--- src/rtl/axi_pkg.sv ---
// Shared AXI4 field types and encodings used by the burst master,
// its W holding register and the bus interface.
package axi_pkg;
    typedef logic [31:0] addr_t;
    typedef logic [7:0]  len_t;
    typedef logic [2:0]  size_t;
    typedef logic [1:0]  burst_t;
    typedef logic [31:0] data_t;
    typedef logic [1:0]  resp_t;
    typedef logic [3:0]  strb_t;

    localparam resp_t  RESP_OKAY   = 2'b00;
    localparam resp_t  RESP_SLVERR = 2'b10;
    localparam burst_t BURST_FIXED = 2'b00;
    localparam burst_t BURST_INCR  = 2'b01;
    localparam strb_t  STRB_ALL    = 4'hF;
endpackage

--- src/rtl/axi_if.sv ---
// AXI4 bus bundle (no IDs/cache/prot). Every channel transfers on a rising aclk edge where
// valid and ready are both high; valid, once raised, holds with stable payload until that edge.
interface axi_if;
    import axi_pkg::*;

    addr_t  awaddr;
    len_t   awlen;
    size_t  awsize;
    burst_t awburst;
    logic   awvalid;
    logic   awready;

    data_t  wdata;
    strb_t  wstrb;
    logic   wlast;
    logic   wvalid;
    logic   wready;

    resp_t  bresp;
    logic   bvalid;
    logic   bready;

    addr_t  araddr;
    len_t   arlen;
    size_t  arsize;
    burst_t arburst;
    logic   arvalid;
    logic   arready;

    data_t  rdata;
    resp_t  rresp;
    logic   rlast;
    logic   rvalid;
    logic   rready;

    modport master (
        output awaddr, awlen, awsize, awburst, awvalid, input awready,
        output wdata, wstrb, wlast, wvalid, input wready,
        input bresp, bvalid, output bready,
        output araddr, arlen, arsize, arburst, arvalid, input arready,
        input rdata, rresp, rlast, rvalid, output rready
    );

    modport slave (
        input awaddr, awlen, awsize, awburst, awvalid, output awready,
        input wdata, wstrb, wlast, wvalid, output wready,
        output bresp, bvalid, input bready,
        input araddr, arlen, arsize, arburst, arvalid, output arready,
        output rdata, rresp, rlast, rvalid, input rready
    );
endinterface

--- src/rtl/axi_reg_slice.sv ---
// One-entry valid/ready holding register; out_valid comes straight from a flop,
// and a full entry can be replaced in the same cycle it drains.
module axi_reg_slice
    import axi_pkg::*;
(
    input  logic  aclk,
    input  logic  areset_n,
    input  logic  in_valid,
    output logic  in_ready,
    input  data_t in_data,
    output logic  out_valid,
    input  logic  out_ready,
    output data_t out_data
);
    logic  full_q;
    data_t data_q;

    assign in_ready  = !full_q || out_ready;
    assign out_valid = full_q;
    assign out_data  = data_q;

    always_ff @(posedge aclk or negedge areset_n) begin
        if (!areset_n) begin
            full_q <= 1'b0;
            data_q <= '0;
        end else if (in_valid && in_ready) begin
            full_q <= 1'b1;
            data_q <= in_data;
        end else if (out_ready) begin
            full_q <= 1'b0;
        end
    end
endmodule

--- src/rtl/axi_burst_master.sv ---
// Command-driven AXI4 burst master: one read (AR, R beats) or write (AW, W beats, B)
// outstanding at a time, with one done pulse per command.
module axi_burst_master
    import axi_pkg::*;
(
    input  logic         aclk,
    input  logic         areset_n,
    input  logic         cmd_valid,
    output logic         cmd_ready,
    input  logic         cmd_write,
    input  addr_t        cmd_addr,
    input  len_t         cmd_len,
    input  size_t        cmd_size,
    input  burst_t       cmd_burst,
    input  logic         wr_valid,
    output logic         wr_ready,
    input  data_t        wr_data,
    output logic         rd_valid,
    input  logic         rd_ready,
    output data_t        rd_data,
    output logic         rd_last,
    output logic         done,
    output resp_t        done_resp,
    output logic [2:0]   dbg_state,
    axi_if.master        m_axi
);
    typedef enum logic [2:0] {S_IDLE, S_AR, S_R, S_AW, S_W, S_B, S_DONE} state_e;

    state_e state_q, state_d;
    addr_t  addr_q;
    len_t   len_q;
    size_t  size_q;
    burst_t burst_q;
    len_t   cnt_q;
    len_t   in_cnt_q;
    logic   in_all_q;
    logic   err_q;
    resp_t  resp_q;

    logic   cmd_hs, ar_hs, r_hs, aw_hs, w_hs, b_hs, at_last;
    logic   slice_in_valid, slice_in_ready, slice_out_valid;
    data_t  slice_out_data;

    assign cmd_ready = (state_q == S_IDLE);
    assign cmd_hs    = cmd_valid && cmd_ready;
    assign at_last   = (cnt_q == len_q);
    assign ar_hs     = m_axi.arvalid && m_axi.arready;
    assign r_hs      = m_axi.rvalid && m_axi.rready;
    assign aw_hs     = m_axi.awvalid && m_axi.awready;
    assign w_hs      = m_axi.wvalid && m_axi.wready;
    assign b_hs      = m_axi.bvalid && m_axi.bready;

    always_ff @(posedge aclk or negedge areset_n) begin
        if (!areset_n) state_q <= S_IDLE;
        else           state_q <= state_d;
    end

    always_comb begin
        state_d = state_q;
        case (state_q)
            S_IDLE:  if (cmd_hs) state_d = cmd_write ? S_AW : S_AR;
            S_AR:    if (ar_hs) state_d = S_R;
            S_R:     if (r_hs && at_last) state_d = S_DONE;
            S_AW:    if (aw_hs) state_d = S_W;
            S_W:     if (w_hs && at_last) state_d = S_B;
            S_B:     if (b_hs) state_d = S_DONE;
            S_DONE:  state_d = S_IDLE;
            default: state_d = S_IDLE;
        endcase
    end

    // cnt_q counts bus beats; in_cnt_q/in_all_q stop the client once len+1 beats are taken.
    always_ff @(posedge aclk or negedge areset_n) begin
        if (!areset_n) begin
            addr_q   <= '0;
            len_q    <= '0;
            size_q   <= '0;
            burst_q  <= '0;
            cnt_q    <= '0;
            in_cnt_q <= '0;
            in_all_q <= 1'b0;
            err_q    <= 1'b0;
            resp_q   <= RESP_OKAY;
        end else begin
            if (cmd_hs) begin
                addr_q   <= cmd_addr;
                len_q    <= cmd_len;
                size_q   <= cmd_size;
                burst_q  <= cmd_burst;
                cnt_q    <= '0;
                in_cnt_q <= '0;
                in_all_q <= 1'b0;
                err_q    <= 1'b0;
                resp_q   <= RESP_OKAY;
            end
            if ((r_hs || w_hs) && !at_last) cnt_q <= cnt_q + 8'd1;
            if (r_hs) begin
                if (m_axi.rlast != at_last) begin
                    err_q  <= 1'b1;
                    resp_q <= RESP_SLVERR;
                end else if (m_axi.rresp != RESP_OKAY) begin
                    err_q  <= 1'b1;
                    resp_q <= m_axi.rresp;
                end
            end
            if (slice_in_valid) begin
                if (in_cnt_q == len_q) in_all_q <= 1'b1;
                else                   in_cnt_q <= in_cnt_q + 8'd1;
            end
            if (b_hs) begin
                resp_q <= m_axi.bresp;
                err_q  <= (m_axi.bresp != RESP_OKAY);
            end
        end
    end

    assign wr_ready       = (state_q == S_W) && !in_all_q && slice_in_ready;
    assign slice_in_valid = wr_valid && wr_ready;

    axi_reg_slice u_w_slice (
        .aclk      (aclk),
        .areset_n  (areset_n),
        .in_valid  (slice_in_valid),
        .in_ready  (slice_in_ready),
        .in_data   (wr_data),
        .out_valid (slice_out_valid),
        .out_ready (m_axi.wready),
        .out_data  (slice_out_data)
    );

    assign m_axi.awaddr  = addr_q;
    assign m_axi.awlen   = len_q;
    assign m_axi.awsize  = size_q;
    assign m_axi.awburst = burst_q;
    assign m_axi.awvalid = (state_q == S_AW);
    assign m_axi.wdata   = slice_out_data;
    assign m_axi.wstrb   = STRB_ALL;
    assign m_axi.wlast   = at_last;
    assign m_axi.wvalid  = slice_out_valid;
    assign m_axi.bready  = (state_q == S_B);
    assign m_axi.araddr  = addr_q;
    assign m_axi.arlen   = len_q;
    assign m_axi.arsize  = size_q;
    assign m_axi.arburst = burst_q;
    assign m_axi.arvalid = (state_q == S_AR);
    assign m_axi.rready  = (state_q == S_R) && rd_ready;

    assign rd_valid  = (state_q == S_R) && m_axi.rvalid;
    assign rd_data   = (state_q == S_R) ? m_axi.rdata : '0;
    assign rd_last   = (state_q == S_R) && at_last;
    assign done      = (state_q == S_DONE);
    assign done_resp = err_q ? resp_q : RESP_OKAY;
    assign dbg_state = state_q;
endmodule

--- src/flat_wrapper.sv ---
// flat-port wrapper written by rule: the top's interface ports become plain ports
module axi_burst_master_flat import axi_pkg::*;
  (aclk, areset_n, cmd_valid, cmd_ready, cmd_write, cmd_addr, cmd_len, cmd_size, cmd_burst, wr_valid, wr_ready, wr_data, rd_valid, rd_ready, rd_data, rd_last, done, done_resp, dbg_state, m_axi_awaddr, m_axi_awlen, m_axi_awsize, m_axi_awburst, m_axi_awvalid, m_axi_awready, m_axi_wdata, m_axi_wstrb, m_axi_wlast, m_axi_wvalid, m_axi_wready, m_axi_bresp, m_axi_bvalid, m_axi_bready, m_axi_araddr, m_axi_arlen, m_axi_arsize, m_axi_arburst, m_axi_arvalid, m_axi_arready, m_axi_rdata, m_axi_rresp, m_axi_rlast, m_axi_rvalid, m_axi_rready);
  axi_if m_axi_i ();
  input  logic aclk;
  input  logic areset_n;
  input  logic cmd_valid;
  output logic cmd_ready;
  input  logic cmd_write;
  input  addr_t cmd_addr;
  input  len_t cmd_len;
  input  size_t cmd_size;
  input  burst_t cmd_burst;
  input  logic wr_valid;
  output logic wr_ready;
  input  data_t wr_data;
  output logic rd_valid;
  input  logic rd_ready;
  output data_t rd_data;
  output logic rd_last;
  output logic done;
  output resp_t done_resp;
  output logic [2:0] dbg_state;
  output wire logic [$bits(m_axi_i.awaddr)-1:0] m_axi_awaddr;
  output wire logic [$bits(m_axi_i.awlen)-1:0] m_axi_awlen;
  output wire logic [$bits(m_axi_i.awsize)-1:0] m_axi_awsize;
  output wire logic [$bits(m_axi_i.awburst)-1:0] m_axi_awburst;
  output wire logic [$bits(m_axi_i.awvalid)-1:0] m_axi_awvalid;
  input wire logic [$bits(m_axi_i.awready)-1:0] m_axi_awready;
  output wire logic [$bits(m_axi_i.wdata)-1:0] m_axi_wdata;
  output wire logic [$bits(m_axi_i.wstrb)-1:0] m_axi_wstrb;
  output wire logic [$bits(m_axi_i.wlast)-1:0] m_axi_wlast;
  output wire logic [$bits(m_axi_i.wvalid)-1:0] m_axi_wvalid;
  input wire logic [$bits(m_axi_i.wready)-1:0] m_axi_wready;
  input wire logic [$bits(m_axi_i.bresp)-1:0] m_axi_bresp;
  input wire logic [$bits(m_axi_i.bvalid)-1:0] m_axi_bvalid;
  output wire logic [$bits(m_axi_i.bready)-1:0] m_axi_bready;
  output wire logic [$bits(m_axi_i.araddr)-1:0] m_axi_araddr;
  output wire logic [$bits(m_axi_i.arlen)-1:0] m_axi_arlen;
  output wire logic [$bits(m_axi_i.arsize)-1:0] m_axi_arsize;
  output wire logic [$bits(m_axi_i.arburst)-1:0] m_axi_arburst;
  output wire logic [$bits(m_axi_i.arvalid)-1:0] m_axi_arvalid;
  input wire logic [$bits(m_axi_i.arready)-1:0] m_axi_arready;
  input wire logic [$bits(m_axi_i.rdata)-1:0] m_axi_rdata;
  input wire logic [$bits(m_axi_i.rresp)-1:0] m_axi_rresp;
  input wire logic [$bits(m_axi_i.rlast)-1:0] m_axi_rlast;
  input wire logic [$bits(m_axi_i.rvalid)-1:0] m_axi_rvalid;
  output wire logic [$bits(m_axi_i.rready)-1:0] m_axi_rready;
  assign m_axi_awaddr = m_axi_i.awaddr;
  assign m_axi_awlen = m_axi_i.awlen;
  assign m_axi_awsize = m_axi_i.awsize;
  assign m_axi_awburst = m_axi_i.awburst;
  assign m_axi_awvalid = m_axi_i.awvalid;
  assign m_axi_i.awready = m_axi_awready;
  assign m_axi_wdata = m_axi_i.wdata;
  assign m_axi_wstrb = m_axi_i.wstrb;
  assign m_axi_wlast = m_axi_i.wlast;
  assign m_axi_wvalid = m_axi_i.wvalid;
  assign m_axi_i.wready = m_axi_wready;
  assign m_axi_i.bresp = m_axi_bresp;
  assign m_axi_i.bvalid = m_axi_bvalid;
  assign m_axi_bready = m_axi_i.bready;
  assign m_axi_araddr = m_axi_i.araddr;
  assign m_axi_arlen = m_axi_i.arlen;
  assign m_axi_arsize = m_axi_i.arsize;
  assign m_axi_arburst = m_axi_i.arburst;
  assign m_axi_arvalid = m_axi_i.arvalid;
  assign m_axi_i.arready = m_axi_arready;
  assign m_axi_i.rdata = m_axi_rdata;
  assign m_axi_i.rresp = m_axi_rresp;
  assign m_axi_i.rlast = m_axi_rlast;
  assign m_axi_i.rvalid = m_axi_rvalid;
  assign m_axi_rready = m_axi_i.rready;
  axi_burst_master u_core (.aclk(aclk), .areset_n(areset_n), .cmd_valid(cmd_valid), .cmd_ready(cmd_ready), .cmd_write(cmd_write), .cmd_addr(cmd_addr), .cmd_len(cmd_len), .cmd_size(cmd_size), .cmd_burst(cmd_burst), .wr_valid(wr_valid), .wr_ready(wr_ready), .wr_data(wr_data), .rd_valid(rd_valid), .rd_ready(rd_ready), .rd_data(rd_data), .rd_last(rd_last), .done(done), .done_resp(done_resp), .dbg_state(dbg_state), .m_axi(m_axi_i));
endmodule
--- config.mk ---
export PLATFORM = sky130hd
export DESIGN_NAME = axi_burst_master_flat
export DESIGN_NICKNAME = d
export VERILOG_FILES = /design/src/rtl/axi_pkg.sv /design/src/rtl/axi_if.sv /design/src/rtl/axi_reg_slice.sv /design/src/rtl/axi_burst_master.sv /design/src/flat_wrapper.sv
export SDC_FILE = /design/constraint.sdc
export NUM_CORES = 1
export LEC_CHECK = 0
export ABC_CLOCK_PERIOD_IN_PS = 1800
export CAP_MARGIN = 5
export CORE_AREA = 2 2 125 127
export CTS_CLUSTER_SIZE = 30
export DETAILED_ROUTE_END_ITERATION = 8
export DIE_AREA = 0 0 127 129
export PLACE_DENSITY = 0.79
export SYNTH_ARGS = -nofsm -noshare
export SYNTH_HDL_FRONTEND = slang
export SYNTH_SLANG_ARGS = --single-unit
--- constraint.sdc ---
create_clock -name aclk -period 1.8 [get_ports aclk]
set_input_delay 0.27 -clock aclk [delete_from_list [all_inputs] [get_ports aclk]]
set_output_delay 0.27 -clock aclk [all_outputs]
set_load 0.01 [all_outputs]
==> metrics <==
Least-Margin Pin Slew 0.550 ns; DRC Markers 0; YS warnings 0; Synth Area in Adders 0.496%; Switching Share 35.1%; nets 962; NetSw 5.09 mW; final antenna diode count 0; Tcrit/Tclk final 103%; clk_lat worst skew 0.34 ns; Max Slew Vio Count 0; most frequent cells in the layout clkdlybuf4s50_1, nand2_1, dfrtp_1, buf_4, buf_6; Mapped Area 5040 µm²; Top delay family on crit path buffers and inverters; mux share of post-synthesis cell area 9.65%; Seq pwr share 26.9%; Slowest-stage cell, CP dfrtp_1; Fin Hold WS -0.0258 ns; asr flop ratio synth 100%; largest net degree at the start of global routing 102; placed cell count 986; status finished with violations; vias in the first global route 4700; top_reg_cell synth dfrtp_1; clk buf depth 2; GR Overflow Total 0; Slew headroom 63.3%; Final setup viols 20; CP Cell Sequence nor3b_2 -> buf_4 -> buf_6 -> buf_6 -> and2_1 -> buf_2; FMAX 538 MHz; Seq cells post-synth 101; area of the die 16400 µm²; routed len/inst 16.2 µm; largest family of logic cells by synthesized area simple AND/OR/NAND/NOR gates; Worst Clk Skew 0.00932 ns; initial antenna violation count 0; Gate power share 59.1%; Pleak 4.24 nW; Post-Synth XOR/XNOR Area 3.65%; power share of the clock group 14.0%; CP max FO 6; H-tree depth 3; fin crit period 1.86 ns; total track usage 18.2%; final cell count without fillers 1028; RSZ-0062 raised after global routing yes; Mean Syn Cell Area 9.68 µm²; Cell Int Power 9.42 mW; share of layout cells above drive strength 1 27.6%; maximum vdd ir drop 0.913 mV; dpl ws -0.181 ns; Die Width 127 µm; Detailed Place HPWL 11400 µm; DR pass1 iterations 4; clk slew on worst S/H paths 0.07 ns; via count of the routed design 4770; Core Region 15000 µm²; Seq/Total Area, Yosys 50.1%; Hold Path Class primary input to asynchronous set/reset pin; Setup WS post-layout -0.0593 ns; total clock sinks 101; DRT iter0 DRCs 233; CP startpoint kind flip-flop; crit path DAT 1.59 ns; area grow syn2layout 80.3%; CP max stage delay 0.39 ns; antenna viol nets, final 0; most frequent CP cell buf_6; RePlAce Congestion 0.791; Synth Area in Simple Gates 22.3%; CP Class flip-flop to output port; first-pass GRT wire length 23600 µm; port bufs 294; Worst Path Required 1.53 ns; Fin. Hold Viols 39; Gate Count Post-Synth 521; count of cell types in the netlist 42; io pins 299; CP Buf/Inv Count 4; Die Y 129 µm; CTS tree done; failing checks hold timing, setup timing; vias per cell 4.64; EDFF count, synth 0; commonest non-fill, non-tap cell in the layout clkdlybuf4s50_1; cell row count 45; compound-cell area share of the yosys netlist 3.87%; initial core utilization 33.7%; CTS buffer count 9; CP endpoint kind output port; PwrDens 1600 nW/µm²; Max Cap Violations 0; Total Wirelength 16700 µm; Root Driver clkbuf_16
## metrics by stage
step / util [%] / TNS [ns] / area (µm²) / total power, mW
final: 60.7 / -0.846 / 9090 / 14.5
after global routing: 60.7 / -3.11 / 9090 / 15.3
after CTS: 57.0 / -0.256 / 8530 / 13.7
after detailed placement: 55.1 / -3.57 / 8250 / 11.5
after global placement: 55.1 / -2.09 / 8250 / 11.4
after floorplan: - / 0 / 5050 / 7.46
## sequential cells by signal, summed over array words and instances (netlist names), 2 cells and up
register and count:
u_core.cnt_q 8, u_core.dbg_state 3, u_core.in_cnt_q 8, u_core.m_axi.araddr 32, u_core.m_axi.arburst 2, u_core.m_axi.arlen 8
u_core.m_axi.arsize 3, u_core.resp_q 2, u_core.u_w_slice.out_data 32
## area by class of cell
| type | instances | area, µm² |
|---|---|---|
| Clock buffer | 10 | 239 |
| Clock inverter | 6 | 68.8 |
| Fill cell | 1221 | 5880 |
| Inverter | 5 | 18.8 |
| Multi-Input combinational cell | 346 | 2280 |
| Sequential cell | 101 | 2530 |
| Tap cell | 188 | 235 |
| Timing Repair Buffer | 372 | 3730 |
## timing repair
item                       in CTS  in global routing
setup buffers                  17                  8
setup endpoints to repair      47                102
cloned                          0                  7
pin swaps                      16                 40
hold buffers                    0                  0
resized for setup             174                108
## per-layer routing
| layer | global-route usage, % | wire (µm) |
|---|---|---|
| met5 | 0 | 0 |
| met4 | 5.04 | 257 |
| met3 | 4.45 | 1280 |
| met2 | 34.4 | 8920 |
| met1 | 20.5 | 6210 |
## worst paths after layout
path / from / to / slack [ns] / cells past startpoint
max reg2reg: u_core.dbg_state[0] / u_core.cnt_q[2] / -0.04 / 8
max: u_core.dbg_state[0] / rd_data[24] / -0.06 / 6
min reg2reg: u_core.in_all_q / u_core.in_all_q / 0.47 / 2
min in group aclk: cmd_addr[28] / u_core.m_axi.araddr[28] / 0.45 / 3
max in group asynchronous: areset_n / u_core.u_w_slice.out_data[0] / 1.39 / 2
min: areset_n / u_core.m_axi.araddr[24] / -0.03 / 2
## kinds of logic after synthesis
logic type | after synthesis
simple gates | 245
mux | 44
other cells | 1
flops | 101
xor+xnor | 21
fa+ha+maj | 2
buf+inv | 78
compound gates | 29
## cells in the mapped netlist, drive strengths merged, types with 7 or more instances
| library cell | n | area (µm²) |
|---|---|---|
| nand4 | 8 | 65.1 |
| xor2 | 11 | 96.3 |
| buf | 62 | 437 |
| xnor2 | 10 | 87.6 |
| o21ai | 9 | 45.0 |
| and2 | 40 | 250 |
| clkbuf | 11 | 41.3 |
| dfrtp | 101 | 2530 |
| nand2 | 163 | 612 |
| mux2 | 37 | 417 |
| nor2 | 11 | 43.8 |
| mux2i | 7 | 70.1 |
## power groups by stage
stage	Clock [mW]	Sequential, mW	Combinational (mW)
2_1_floorplan	0	4.30	3.16
3_5_place_dp	0	3.91	7.62
5_1_grt	2.16	4.02	9.14
6_report	2.03	3.90	8.58
4_1_cts	2.07	3.91	7.68
3_3_place_gp	0	3.90	7.52
No activity file was read; power rests on OpenSTA's default activity.
